--- config.mk ---
export PLATFORM = sky130hd
export DESIGN_NAME = muldiv_sequencer
export DESIGN_NICKNAME = d
export VERILOG_FILES = /design/src/rtl/muldiv_pkg.sv /design/src/rtl/divu_step.sv /design/src/rtl/muldiv_sequencer.sv
export SDC_FILE = /design/constraint.sdc
export NUM_CORES = 1
export LEC_CHECK = 0
export CAP_MARGIN = 25
export CELL_PAD_IN_SITES_DETAIL_PLACEMENT = 1
export CELL_PAD_IN_SITES_GLOBAL_PLACEMENT = 1
export CORE_MARGIN = 8
export CORE_UTILIZATION = 44
export DETAILED_ROUTE_END_ITERATION = 6
export PLACE_DENSITY = 0.95
export SYNTH_ARGS = -nofsm -noshare
export SYNTH_HDL_FRONTEND = slang
export SYNTH_SLANG_ARGS = --single-unit
--- constraint.sdc ---
create_clock -name clk -period 4.15 [get_ports clk]
set_input_delay 0.83 -clock clk [delete_from_list [all_inputs] [get_ports clk]]
set_output_delay 0.83 -clock clk [all_outputs]
set_load 0.1 [all_outputs]
--- src/rtl/muldiv_pkg.sv ---
// Shared definitions for the multi-cycle multiply/divide sequencer: ALU opcodes,
// sequencer states and the iteration counter sizing helper.
package muldiv_pkg;

    localparam logic [3:0] OP_MUL = 4'b0010;
    localparam logic [3:0] OP_DIV = 4'b0011;

    typedef enum logic [1:0] {
        IDLE,
        MUL,
        DIV,
        FIN
    } state_t;

    // Counter must be able to hold the value WIDTH itself.
    function automatic int cnt_width(input int width);
        return $clog2(width + 1);
    endfunction

endpackage

--- src/rtl/divu_step.sv ---
// One restoring-division iteration: shift the next dividend bit into the partial
// remainder, trial-subtract the divisor, keep the difference when it does not borrow.
module divu_step #(
    parameter int WIDTH = 16
) (
    input  logic [WIDTH-1:0] rem_in,
    input  logic             bit_in,
    input  logic [WIDTH-1:0] divisor,
    output logic [WIDTH-1:0] rem_out,
    output logic             q_bit
);

    logic [WIDTH:0] shifted;
    logic [WIDTH:0] diff;

    always_comb begin
        shifted = {rem_in, bit_in};
        diff    = shifted - {1'b0, divisor};
        q_bit   = (shifted >= {1'b0, divisor});
        rem_out = q_bit ? diff[WIDTH-1:0] : shifted[WIDTH-1:0];
    end

endmodule

--- src/rtl/muldiv_sequencer.sv ---
// Iterative unsigned shift-add multiplier / restoring divider beside the execute-stage ALU.
// Define MULDIV_DIV_EN to include the divide path; otherwise only MUL is acted on.
module muldiv_sequencer #(
    parameter int WIDTH = 16
) (
    input  logic             clk,
    input  logic             reset_n,
    input  logic             start,
    input  logic [3:0]       operation,
    input  logic [WIDTH-1:0] operand_a,
    input  logic [WIDTH-1:0] operand_b,
    input  logic             flush,
    output logic             stall,
    output logic             done,
    output logic [WIDTH-1:0] result_lo,
    output logic [WIDTH-1:0] result_hi,
    output logic             div_by_zero
);
    import muldiv_pkg::*;

    localparam int CW = cnt_width(WIDTH);
    localparam logic [CW-1:0] LAST = CW'(WIDTH - 1);

    state_t             state, state_d;
    logic [2*WIDTH-1:0] acc, acc_d;
    logic [WIDTH-1:0]   opnd, opnd_d;
    logic [CW-1:0]      cnt, cnt_d;
    logic               fin_load;
    logic [WIDTH:0]     mul_sum;

    // acc holds {high half, multiplier} for MUL and {remainder, dividend} for DIV.
    assign mul_sum = {1'b0, acc[2*WIDTH-1:WIDTH]} + (acc[0] ? {1'b0, opnd} : '0);

`ifdef MULDIV_DIV_EN
    logic             dz_d;
    logic [WIDTH-1:0] div_rem;
    logic             div_q;

    divu_step #(.WIDTH(WIDTH)) u_divu_step (
        .rem_in  (acc[2*WIDTH-1:WIDTH]),
        .bit_in  (acc[WIDTH-1]),
        .divisor (opnd),
        .rem_out (div_rem),
        .q_bit   (div_q)
    );
`endif

    always_comb begin
        state_d  = state;
        acc_d    = acc;
        opnd_d   = opnd;
        cnt_d    = cnt;
        stall    = 1'b0;
        fin_load = 1'b0;
        done     = 1'b0;
`ifdef MULDIV_DIV_EN
        dz_d     = 1'b0;
`endif
        case (state)
            IDLE: begin
                if (start && !flush) begin
                    if (operation == OP_MUL) begin
                        stall   = 1'b1;
                        state_d = MUL;
                        opnd_d  = operand_a;
                        acc_d   = {{WIDTH{1'b0}}, operand_b};
                        cnt_d   = '0;
                    end
`ifdef MULDIV_DIV_EN
                    else if (operation == OP_DIV) begin
                        stall  = 1'b1;
                        opnd_d = operand_b;
                        cnt_d  = '0;
                        if (operand_b != '0) begin
                            state_d = DIV;
                            acc_d   = {{WIDTH{1'b0}}, operand_a};
                        end else begin
                            state_d  = FIN;
                            acc_d    = {operand_a, {WIDTH{1'b1}}};
                            fin_load = 1'b1;
                            dz_d     = 1'b1;
                        end
                    end
`endif
                end
            end
            MUL: begin
                stall = 1'b1;
                acc_d = {mul_sum, acc[WIDTH-1:1]};
                cnt_d = cnt + CW'(1);
                if (cnt == LAST) begin
                    state_d  = FIN;
                    fin_load = 1'b1;
                end
            end
`ifdef MULDIV_DIV_EN
            DIV: begin
                stall = 1'b1;
                acc_d = {div_rem, acc[WIDTH-2:0], div_q};
                cnt_d = cnt + CW'(1);
                if (cnt == LAST) begin
                    state_d  = FIN;
                    fin_load = 1'b1;
                end
            end
`endif
            FIN: begin
                done    = 1'b1;
                state_d = IDLE;
            end
            default: state_d = IDLE;
        endcase
        // Abort wins over everything, including a completing iteration.
        if (flush) begin
            state_d  = IDLE;
            fin_load = 1'b0;
        end
    end

    always_ff @(posedge clk or negedge reset_n) begin
        if (!reset_n) begin
            state     <= IDLE;
            acc       <= '0;
            opnd      <= '0;
            cnt       <= '0;
            result_lo <= '0;
            result_hi <= '0;
        end else begin
            state <= state_d;
            acc   <= acc_d;
            opnd  <= opnd_d;
            cnt   <= cnt_d;
            if (fin_load) begin
                result_lo <= acc_d[WIDTH-1:0];
                result_hi <= acc_d[2*WIDTH-1:WIDTH];
            end
        end
    end

`ifdef MULDIV_DIV_EN
    always_ff @(posedge clk or negedge reset_n) begin
        if (!reset_n) begin
            div_by_zero <= 1'b0;
        end else if (fin_load) begin
            div_by_zero <= dz_d;
        end
    end
`else
    assign div_by_zero = 1'b0;
`endif

endmodule

==> results by group <==
STA
  – PnR worst setup slack: 806.8 ps
  – Total negative slack: 0 ps
  – Minimum clock period: 3343 ps
  – Fin. Hold Viols: 0
  – RSZ-0062 raised after global routing: no
  – Final setup viols: 0
  – Final setup skew: 11.55 ps
  – Slew headroom: between 30% and 40%
  – Final Slew Violations: 0
  – Tcrit/Tclk final: 80.56%
  – Max Clk Rate: between 200 and 300 MHz
  – Worst-Margin Slew: 995.6 ps

Synthesis
  – Post-Syn Area per Cell: 10.01 um^2
  – Synth async-reset ratio: 100.0%
  – Synth Warn #: 0
  – Post-synth EDFFs: 0
  – Largest cells by area after synthesis: dfrtp_1 50%, a22oi_1 6.0%, ha_1 5.1%
  – Ys flop type: dfrtp_1
  – Post-synth top area share: 49.76%
  – Cell taking the most area after synthesis: dfrtp_1
  – Post-synthesis sequential area ratio: 49.76%
  – Synth cell count leaders: 87 x dfrtp_1, 42 x nand2_1, 38 x a21oi_1
  – Post-Syn Instances: ~440
  – Most numerous cell in the Yosys netlist: dfrtp_1
  – Cell Area, Synth: 4375 um^2
  – Syn nets: approximately 500
  – Synth cell types: 44
  – Yosys reg bits: 87

Worst setup path
  – Crit path max fanout: 21
  – Worst R2R Start: acc[0]
  – CP bufs+invs: 4
  – Crit-path cells: clkdlybuf4s50_1 > nor4b_2 > nand3b_1 > a21o_1 > buf_4 > inv_1 > buf_12
  – Worst R2R Setup Slack: 1270 ps
  – Critical path depth: 7
  – Worst Setup Start Kind: input port
  – CP endpoint: stall
  – Worst Path Required: approximately 3300 ps
  – CP max stage cell: clkdlybuf4s50_1
  – CP delay by family, top: buffers and inverters
  – Slowest stage delay, CP: 460 ps
  – Reg-to-reg critical path endpoint: result_hi[13]
  – Setup crit end kind: primary output
  – Reg2Reg Depth: 9
  – Worst setup startpoint: operation[0]
  – Crit path kind: in2out
  – Arrival time at the worst endpoint: around 2500 ps

Finish
  – Layout cells sized above 1: 10.22%
  – FILL cells: 1,098
  – Final cell count without fillers: 642
  – Reg area: roughly 2200 um^2
  – Final net count: 563
  – # diodes: 0
  – Finished Cell Area: 5396 um^2
  – Area growth syn-to-layout: 23.33%
  – Multi-input gate area: roughly 2000 um^2

Placement
  – RePlAce Congestion: 0.8237
  – Inst Count DP: 626
  – Post-DP HPWL: 8851 um
  – IO buf count: 73
  – Placed Area: 5223 um^2
  – Dpl ws: 783.2 ps

Floorplanning
  – Core ar.: 9729 um^2
  – Die Area: approximately 13,000 um^2
  – Rows: 36
  – Die Y: 115.7 um
  – Die X-Extent: 115.7 um
  – I/O pins: 75
  – Initial Utilization: around 45%

CTS
  – Clock Sinks: 87
  – Clock Latency Late Sink: 350 ps
  – CTS tree: built
  – Num CTS Buffers: 9
  – Clk Tree Root Cell: clkbuf_8
  – CTS clk-pin slew, worst paths: 90 ps
  – H-tree lvl count: 3
  – Post-CTS Setup Repair Bufs: 0
  – Clk buf depth: 2
  – # resized after CTS: 0
  – Hold Buf Count CTS: 0

Pwr
  – PwrDens: 483.4 nW/um^2
  – Worst vdd ir: 0.2036 mV
  – Lkg Pwr: 2.415 nW

GRT
  – Gr usage total: 19.30%
  – GRT overflow: 0
  – Initial antenna violation count: 0
  – Vias in the first global route: ~4,200
  – Largest net degree at the start of global routing: 60
  – First-pass GRT wire length: 20,640 um

Routing
  – Detailed Route WL: 12,370 um
  – Iteration-0 DRC Markers: 110
  – Detailed Routing Iterations Pass 1: 4
  – Drt drc: 0
  – Vias: 3,623
  – Wire length per cell: 19.27 um
  – Final ANT Viol Nets: 0
  – Vias per cell: 5.643

Min path
  – Worst Hold Class: reg2reg
  – Hold Path Depth: 2

Status
  – Status: finished, final reports clean

Flow run
  – Max Cap Violations: 0
[cells in the final DEF, fill, tap and decap left out, drive strengths merged, types with 2 or more instances in the layout]
master         instances
clkbuf                10
o211ai                 5
buf                   12
clkdlybuf4s50         70
nand3b                 5
a22oi                 35
mux2i                  4
a21o                   8
nand2                 42
xor2                   2
nor2b                  3
a22o                   4
o22ai                  3
dfrtp                 87
or2                    2
nor3                   3
and2                  17
mux2                  18
nand3                  8
xnor2                  9
ha                    18
clkinvlp               2
nand2b                 3
a211oi                 2
a31oi                  5
clkinv                 3
inv                    9
a21oi                 38
and3                   2
nor2                  34
o21ai                 37
[power breakdown]
group / leakage, nW / internal [mW] / switching (mW)
logic: 1.19 / 0.388 / 0.518
clock network: 0.0829 / 0.221 / 0.317
registers: 1.14 / 1.02 / 0.143
[area by class of cell]
cell class	instances	share of cell area, %
clock buffers	10	2.365
clock inverters	6	0.8579
inverters	8	0.5565
multi-input cells	316	37.91
flip-flops and latches	87	40.34
well taps	133	3.084
repair buffers	82	14.89
[worst reg2reg max path: stages (launching register included)]
cell      delay (ps)
dfrtp_1          620
and2_1           270
ha_1             220
fa_1             420
a21oi_1          260
o211ai_1         160
a21oi_1          350
a22oi_1          140
xnor2_1          200
o21ai_0          120
[metal layers]
| layer | vias to the layer above | part of all wire (%) | GRT usage, % |
|---|---|---|---|
| met5 | - | 0 | 0 |
| met4 | 0 | 1.9 | 6.569 |
| met3 | 21 | 5.3 | 4.482 |
| met2 | 86 | 51 | 34.38 |
| met1 | 1829 | 41 | 22.28 |
| li1 | 1687 | - | - |
[per-stage QoR]
step | power [mW] | hold slack, ps | utilization (%)
2_1_floorplan | 1.807 | 445.3 | -
3_3_place_gp | 1.994 | 457.6 | 53.68
3_5_place_dp | 2.071 | 472.1 | 53.68
4_1_cts | 2.623 | 497.6 | 55.47
5_1_grt | 2.784 | 517.1 | 55.47
6_report | 2.608 | 491.3 | 55.47
[sequential cells by signal, summed over array words and instances, names as in the netlist]
name       count
state          2
opnd          16
acc           32
result_lo     16
cnt            5
result_hi     16
[cell families (layout without fill, tap and decap cells)]
family,Yosys count,in the layout,synth area share [%]
xor+xnor,11,11,2.202
other cells,1,1,0.08571
mux,22,22,5.548
fa+ha+maj,19,19,5.605
compound gates,140,140,19.70
simple gates,123,123,13.55
buf+inv,34,106,3.546
flops,87,87,49.76
[worst min path at each step]
stage | startpoint | endpoint | slack [ps]
after global placement | result_hi[0] | result_hi[0] | 460
after floorplan | acc[18] | acc[18] | 450
after detailed placement | acc[21] | acc[21] | 470
after CTS | acc[31] | acc[31] | 500
after global routing | result_hi[0] | result_hi[0] | 520
final | result_hi[0] | result_hi[0] | 490
No activity file was read; power rests on OpenSTA's default activity.
